## config.mk

```make
export PLATFORM = sky130hd
export DESIGN_NAME = latch_write_arbiter
export DESIGN_NICKNAME = d
export VERILOG_FILES = /design/src/rtl/latch_arb_pkg.sv /design/src/rtl/rr_arb2.sv /design/src/rtl/latch_write_arbiter.sv
export SDC_FILE = /design/constraint.sdc
export NUM_CORES = 1
export LEC_CHECK = 0
export BUFFER_PORTS_ARGS = -buffer_cell sky130_fd_sc_hd__buf_2
export CAP_MARGIN = 20
export CORE_MARGIN = 1.5
export CORE_UTILIZATION = 50
export CTS_CLUSTER_DIAMETER = 80
export DETAILED_ROUTE_END_ITERATION = 8
export PLACE_DENSITY = 0.81
export SYNTH_ARGS = -nofsm -noshare
export SYNTH_HDL_FRONTEND = slang
export SYNTH_SLANG_ARGS = --single-unit
```

## constraint.sdc

```tcl
create_clock -name Clk -period 3.4 [get_ports Clk]
set_clock_uncertainty 0.15 [all_clocks]
set_input_delay 0.17 -clock Clk [delete_from_list [all_inputs] [get_ports Clk]]
set_output_delay 0.17 -clock Clk [all_outputs]
set_load 0.005 [all_outputs]
```

## src/rtl/latch_arb_pkg.sv

```systemverilog
// Shared types and constants for the latch write arbiter: FSM state encoding,
// default strobe/gap lengths and the sizing rule for the shared down-counter.
package latch_arb_pkg;

    typedef enum logic [1:0] {
        IDLE   = 2'd0,
        STROBE = 2'd1,
        GAP    = 2'd2,
        CLEAR  = 2'd3
    } arb_state_t;

    localparam int DEF_PULSE_W = 2;
    localparam int DEF_GAP_W   = 1;

    // Counter holds values 0..max(pulse_w, gap_w)-1; never narrower than one bit.
    function automatic int cnt_width(input int pulse_w, input int gap_w);
        int m;
        m = (pulse_w > gap_w) ? pulse_w : gap_w;
        return (m <= 2) ? 1 : $clog2(m);
    endfunction

endpackage

```

## src/rtl/rr_arb2.sv

```systemverilog
// Two-way round-robin arbiter. A tie goes to the requester not granted last;
// the pointer moves only when the parent accepts the offered grant.
module rr_arb2 (
    input  logic       Clk,
    input  logic       RESETn,
    input  logic [1:0] i_req,
    input  logic [1:0] i_mask,
    input  logic       i_accept,
    output logic [1:0] o_grant
);

    logic       r_prefer_b;
    logic [1:0] w_req;

    assign w_req = i_req & ~i_mask;

    always_comb begin
        o_grant = w_req;
        if (w_req == 2'b11) begin
            o_grant = r_prefer_b ? 2'b10 : 2'b01;
        end
    end

    always_ff @(posedge Clk) begin
        if (!RESETn) begin
            r_prefer_b <= 1'b0;
        end else if (i_accept && (o_grant != 2'b00)) begin
            r_prefer_b <= o_grant[0];
        end
    end

endmodule

```

## src/rtl/latch_write_arbiter.sv

```systemverilog
// Shares a bank of Cen-clocked octal latches between two requesters: arbitrates,
// shapes each Cen pulse with a guaranteed low gap, and sequences a bank clear.
module latch_write_arbiter
    import latch_arb_pkg::*;
#(
    parameter int NLATCH  = 4,
    parameter int AW      = $clog2(NLATCH),
    parameter int PULSE_W = DEF_PULSE_W,
    parameter int GAP_W   = DEF_GAP_W
) (
    input  logic              Clk,
    input  logic              RESETn,
    input  logic              req_a,
    input  logic [AW-1:0]     addr_a,
    input  logic [7:0]        data_a,
    input  logic              req_b,
    input  logic [AW-1:0]     addr_b,
    input  logic [7:0]        data_b,
    output logic              ack_a,
    output logic              ack_b,
    input  logic              clr_req,
    output logic [NLATCH-1:0] lat_cen,
    output logic [7:0]        lat_d,
    output logic              lat_clrn,
    output logic              busy
);

    localparam int CW = cnt_width(PULSE_W, GAP_W);

    arb_state_t        r_state, r_state_next;
    logic [CW-1:0]     r_cnt, r_cnt_next;
    logic [NLATCH-1:0] r_cen, r_cen_next;
    logic [7:0]        r_data, r_data_next;
    logic              r_clrn, r_clrn_next;
    logic              r_ack_a, r_ack_a_next;
    logic              r_ack_b, r_ack_b_next;
    logic              r_busy, r_busy_next;
    logic              r_clr_pend, r_clr_pend_next;
    logic              r_gsel_b, r_gsel_b_next;

    logic [1:0]        w_grant;
    logic              w_accept;
    logic [AW-1:0]     w_gnt_addr;
    logic [7:0]        w_gnt_data;
    logic [NLATCH-1:0] w_dec;

    rr_arb2 u_rr (
        .Clk      (Clk),
        .RESETn   (RESETn),
        .i_req    ({req_b, req_a}),
        .i_mask   ({r_ack_b, r_ack_a}),
        .i_accept (w_accept),
        .o_grant  (w_grant)
    );

    assign w_gnt_addr = w_grant[1] ? addr_b : addr_a;
    assign w_gnt_data = w_grant[1] ? data_b : data_a;

    // Out-of-range addresses match no bit, so such a write raises no Cen.
    generate
        for (genvar gi = 0; gi < NLATCH; gi++) begin : g_dec
            assign w_dec[gi] = (w_gnt_addr == AW'(gi));
        end
    endgenerate

    always_comb begin
        r_state_next    = r_state;
        r_cnt_next      = r_cnt;
        r_cen_next      = r_cen;
        r_data_next     = r_data;
        r_clrn_next     = 1'b1;
        r_ack_a_next    = 1'b0;
        r_ack_b_next    = 1'b0;
        r_clr_pend_next = r_clr_pend | clr_req;
        r_gsel_b_next   = r_gsel_b;
        w_accept        = 1'b0;

        case (r_state)
            IDLE: begin
                if (r_clr_pend || clr_req) begin
                    r_state_next    = CLEAR;
                    r_clrn_next     = 1'b0;
                    r_clr_pend_next = 1'b0;
                end else if (w_grant != 2'b00) begin
                    w_accept      = 1'b1;
                    r_state_next  = STROBE;
                    r_cnt_next    = CW'(PULSE_W - 1);
                    r_cen_next    = w_dec;
                    r_data_next   = w_gnt_data;
                    r_gsel_b_next = w_grant[1];
                end
            end
            STROBE: begin
                if (r_cnt == '0) begin
                    r_state_next = GAP;
                    r_cnt_next   = CW'(GAP_W - 1);
                    r_cen_next   = '0;
                end else begin
                    r_cnt_next = r_cnt - 1'b1;
                end
            end
            GAP: begin
                if (r_cnt == '0) begin
                    r_state_next = IDLE;
                    r_ack_a_next = ~r_gsel_b;
                    r_ack_b_next = r_gsel_b;
                end else begin
                    r_cnt_next = r_cnt - 1'b1;
                end
            end
            CLEAR: begin
                // Only a fresh pulse arriving during the clear cycle stays pending.
                r_state_next    = IDLE;
                r_clr_pend_next = clr_req;
            end
            default: begin
                r_state_next = IDLE;
                r_cen_next   = '0;
            end
        endcase

        r_busy_next = (r_state_next != IDLE);
    end

    always_ff @(posedge Clk) begin
        if (!RESETn) begin
            r_state    <= IDLE;
            r_cnt      <= '0;
            r_cen      <= '0;
            r_data     <= '0;
            r_clrn     <= 1'b1;
            r_ack_a    <= 1'b0;
            r_ack_b    <= 1'b0;
            r_busy     <= 1'b0;
            r_clr_pend <= 1'b0;
            r_gsel_b   <= 1'b0;
        end else begin
            r_state    <= r_state_next;
            r_cnt      <= r_cnt_next;
            r_cen      <= r_cen_next;
            r_data     <= r_data_next;
            r_clrn     <= r_clrn_next;
            r_ack_a    <= r_ack_a_next;
            r_ack_b    <= r_ack_b_next;
            r_busy     <= r_busy_next;
            r_clr_pend <= r_clr_pend_next;
            r_gsel_b   <= r_gsel_b_next;
        end
    end

    assign lat_cen  = r_cen;
    assign lat_d    = r_data;
    assign lat_clrn = r_clrn;
    assign ack_a    = r_ack_a;
    assign ack_b    = r_ack_b;
    assign busy     = r_busy;

endmodule

```

After elaboration in Yosys (flattened, before gate mapping). Cells that the tools add are included.

$add $sub $neg: 1. Multiplexer cells: 23. Equality and inequality tests: 10. Reductions and logical operators: 14. Bitwise logic cells: 7.

Operators with widths (number): $mux 2 (7); $mux 4 (3); $eq 2x2->1 const B (5); $mux 1 (8); $mux 8 (1); $pmux 2 s4 (1); $pmux 4 s2 (1); $reduce_bool 2->1 (4); $ne 2x2->1 const B (3); $reduce_and 3->1 (2); $eq 2x1->1 const B (2); $logic_not 2->1 (2); $not 1->1 (4); $pmux 1 s2 (2); $reduce_and 4->1 (1); $reduce_or 3->1 (1); $and 2x2->2 (1); $not 2->2 (1); $reduce_and 2->1 (1); $reduce_or 2->1 (1); $logic_and 1x1->1 (1); $logic_or 1x1->1 (1); $or 1x1->1 (1); $sub 1x1->1 const B (1).

Bits of input ports: 25. Logic and storage cells: 66. Bits in registers: 22.

Depth between registers and ports, before layout.
Word-level depth: 9. Mapped depth: 7. Mapped depth without buffers: 6.

By module. A second synthesis with hierarchy kept.

Cells, all modules: 121. Area, all modules: 1154.9 µm².

Modules (own cells, without submodules): latch_write_arbiter (area each 1082.3 µm², times used 1, cells each 113); rr_arb2 (area each 72.6 µm², times used 1, cells each 8).

Worst setup path after synthesis. No wires, ideal clock.

Kind: reg-to-reg. Start point: register r_state[0]. End point: register r_busy (netlist: busy). Path buffers: 0. Library setup time: 0.120 ns. Clock period less this slack: 1.526 ns. Cell stages (with the launch flop): 7. Data required time: 3.130 ns. Setup slack: 1.874 ns. Arrival time: 1.256 ns. Cells stage by stage: dfxtp_1 -> inv_1 -> ha_1 -> o21a_1 -> o21ai_0 -> a21oi_1 -> or2_1.

Cells in the longest elaborated chain, start to end: 4.

RTL lines: start: declaration (RTL line latch_write_arbiter.sv:30) `arb_state_t r_state, r_state_next;`; start signal: assignment (RTL line latch_write_arbiter.sv:138) `r_state <= r_state_next;`; $mux 2 (RTL line latch_write_arbiter.sv:84) `end else if (w_grant != 2'b00) begin`; $mux 2 (RTL line latch_write_arbiter.sv:80) `if (r_clr_pend || clr_req) begin`; $pmux 2 s4 (*) (RTL line latch_write_arbiter.sv:78) `case (r_state)`; $reduce_bool 2->1 (*) (RTL line latch_write_arbiter.sv:122) `r_busy_next = (r_state_next != IDLE);`; end signal: assignment (RTL line latch_write_arbiter.sv:145) `r_busy <= r_busy_next;`; end: declaration (RTL line latch_write_arbiter.sv:37) `logic r_busy, r_busy_next;`.

Mark *: on every way between the ends. The rest lies on a longest branch, timed or not. A chain may end at the register's enable or synchronous reset.

Worst setup path in the final report.
Start point: register r_state[1]. End point: register r_data[3] (netlist: lat_d[3]).

Cells in the longest elaborated chain, start to end: 2.

RTL lines: $logic_not 2->1 (RTL line latch_write_arbiter.sv:78); $reduce_and 3->1 (no line); end signal: assignment (RTL line latch_write_arbiter.sv:141) `r_data <= r_data_next;`; end: declaration (RTL line latch_write_arbiter.sv:33) `logic [7:0] r_data, r_data_next;`.

Every way passes these cells.

==> results.tsv <==
stage	metric	value	unit
global_routing	met1 Use GR	26.9	%
layout	most common cell after layout, fill and taps aside	buf_2	
run	Max Cap Violations	0	
critical_path	CP required	3.49	ns
pwr	power density cells	548	nW/um^2
critical_path	Crit path buffers/inverters	2	
layout	Layout Utilization	73.4	%
die	core area	2020	um^2
logic_synthesis	Synth cell types	30	
die	starting density of the core	54.3	%
die	die height	49.8	um
critical_path	CP Class	flop to flop	
sta	Pins Over Slew Limit	0	
layout	area grow syn2layout	35.2	%
critical_path	Worst Setup Start Kind	flop	
clock_tree	CTS tree	yes	
routing	final WL	2580	um
layout	cell area after layout	1480	um^2
routing	DRT iter0 DRCs	13	
sta	Worst-Margin Slew	0.581	ns
logic_synthesis	post-synthesis sequential area ratio	40.1	%
layout	ant diodes	0	
clock_tree	Clock Latency Late Sink	0.29	ns
pwr	Max IR drop VDD	413	uV
die	Die X	49.8	um
die	Die Footprint	2480	um^2
global_routing	met3 usage	3.03	%
clock_tree	clk buf depth	2	
sta	post-layout minimum cycle time	2.35	ns
sta	setup violators final	0	
global_routing	initial antenna violation count	0	
clock_tree	H-tree Lvls	1	
global_routing	GRT overflow	0	
layout	most frequent cells in the layout	40 x buf_2, 26 x nand2_1, 22 x dfxtp_1, 17 x dlygate4sd3_1, 8 x a31oi_1	
placement	pre-CTS setup slack	1.59	ns
layout	layout cells sized above 1	27.6	%
placement	GP Congestion	0.841	
critical_path	CP max stage delay	0.57	ns
placement	IO buf count	40	
logic_synthesis	Synth Register Bits	22	
clock_tree	number of buffers created by CTS	3	
critical_path	family with the most delay on the worst path	compound AO/OA/AOI/OAI gates	
pwr	leakage power	0.000726	uW
worst_hold_path	Hold Crit Class	input port to flop	
placement	DP Area	1290	um^2
routing	vias per cell	5.32	
logic_synthesis	Syn Nets	158	
sta	Hold WS	0.0892	ns
routing	DRT Pass-1 Iters	4	
die	Top-Level Pins	41	
placement	post-DP HPWL	1810	um
critical_path	CP endpoint kind	flop	
global_routing	Total Routing Usage GR	22.4	%
die	row cnt	16	
logic_synthesis	syn_area_per_cell	8.64	um^2
routing	WL per Instance	12.4	um
clock_tree	Worst-path clk slew	0.12	ns
global_routing	busiest grt layer	met2	
logic_synthesis	Mapped Cells	127	
sta	Final Hold Vio Count	0	
global_routing	met2 Use GR	41.1	%
status	status	complete, no violations	
critical_path	Crit-path slowest cell	dlygate4sd3_1	
critical_path	worst-path fanout max	19	
sta	fmax	425	MHz
critical_path	crit-path cells	inv_1, ha_1, o211a_1, o21ai_0, a31oi_1, dlygate4sd3_1	
clock_tree	Sink Count	22	
global_routing	first-pass GRT wire length	4440	um
sta	Max transition margin	61.2	%
routing	via count	1107	
logic_synthesis	Warnings, synthesis	0	
global_routing	largest net degree at the start of global routing	21	
sta	Tcrit/Tclk final	69.1	%
layout	# nets final	214	
routing	Routed Antenna Nets	0	
global_routing	vias in the first global route	1054	
critical_path	Critical Path AT	2.44	ns
sta	Setup WS post-layout	1.05	ns
sta	setup TNS	0	ns
clock_tree	Root Driver	clkbuf_4	
logic_synthesis	Mapped Area	1100	um^2
routing	Residual DRC	0	
sta	RSZ-0062 raised after global routing	false	
worst paths after layout:
| path | start | to | slack, ns | depth (start not counted) |
|---|---|---|---|---|
| setup / recovery | r_state[1] | lat_d[3] | 1.05 | 6 |
| hold / removal | RESETn | lat_clrn | 0.09 | 2 |
| setup reg to reg | r_state[1] | lat_d[3] | 1.05 | 6 |
| hold reg to reg | r_gsel_b | ack_a | 0.29 | 1 |
stage by stage:
stage                     total power [uW]  cells
after floorplan                        580    127
after global placement                 649    188
after detailed placement               663    188
after CTS                              812    208
after global routing                   877    208
final                                  814    208
sequential cells by signal (all words and copies together) (netlist names):
name	count
busy	1
r_clr_pend	1
lat_clrn	1
ack_a	1
lat_cen	4
u_rr.r_prefer_b	1
r_gsel_b	1
r_state	2
lat_d	8
ack_b	1
r_cnt	1
cells by family (layout without fill, tap and decap cells):
family	after synthesis	in the layout	share of synthesized area, %
compound gates	38	38	21.3
buf+inv	10	64	5.02
flops	22	22	40.1
mux	7	7	6.50
simple gates	44	44	20.2
fa+ha+maj	6	6	6.84
cell type report:
type                       instances  area (um^2)
fill                             170          538
sequential                        22          440
inverter                           4         15.0
tap                               27         33.8
timing repair buffer              57          370
multi-input combinational         95          602
clock buffer                       3         22.5
Yosys cell counts, drive strengths merged:
master,instances,area share (%)
dfxtp,22,40
nor3,1,0.46
o211a,2,1.8
nand2,26,8.9
ha,6,6.8
nor2b,6,4.8
nand2b,2,1.1
nor3b,1,0.68
nor2,4,1.6
nand3,1,0.46
or3,1,1.0
o31ai,1,0.68
inv,4,1.4
buf,5,3.3
mux2i,6,5.5
a21oi,7,3.2
clkbuf,1,0.34
mux2,1,1.0
o21a,2,1.4
o311ai,1,0.80
or2,2,1.1
a31oi,8,4.6
o22ai,4,2.3
o21ai,13,6.6
where the power goes:
group	internal, uW	switching, uW
clock network	41.2	73.4
logic	168	172
registers	316	42.3
what timing repair did:
action | 4_1_cts | 5_1_grt
hold buffers | 17 | 0
endpoints found under the hold margin | 9 | 0
buffers inserted | 0 | 0
gates resized for setup | 0 | 0
layer usage:
| layer | vias up | part of all wire (%) |
|---|---|---|
| met3 | 4 | 5.2 |
| met2 | 46 | 51 |
| met5 | - | 0 |
| met1 | 503 | 42 |
| li1 | 554 | - |
| met4 | 0 | 1.6 |
worst register-to-register path, cell delays in order (launching register included):
cell	delay (ns)
dfxtp_1	0.36
inv_1	0.14
ha_1	0.27
o211a_1	0.52
o21ai_0	0.15
a31oi_1	0.16
dlygate4sd3_1	0.57
Note: power is estimated with default switching activity, not from simulation.
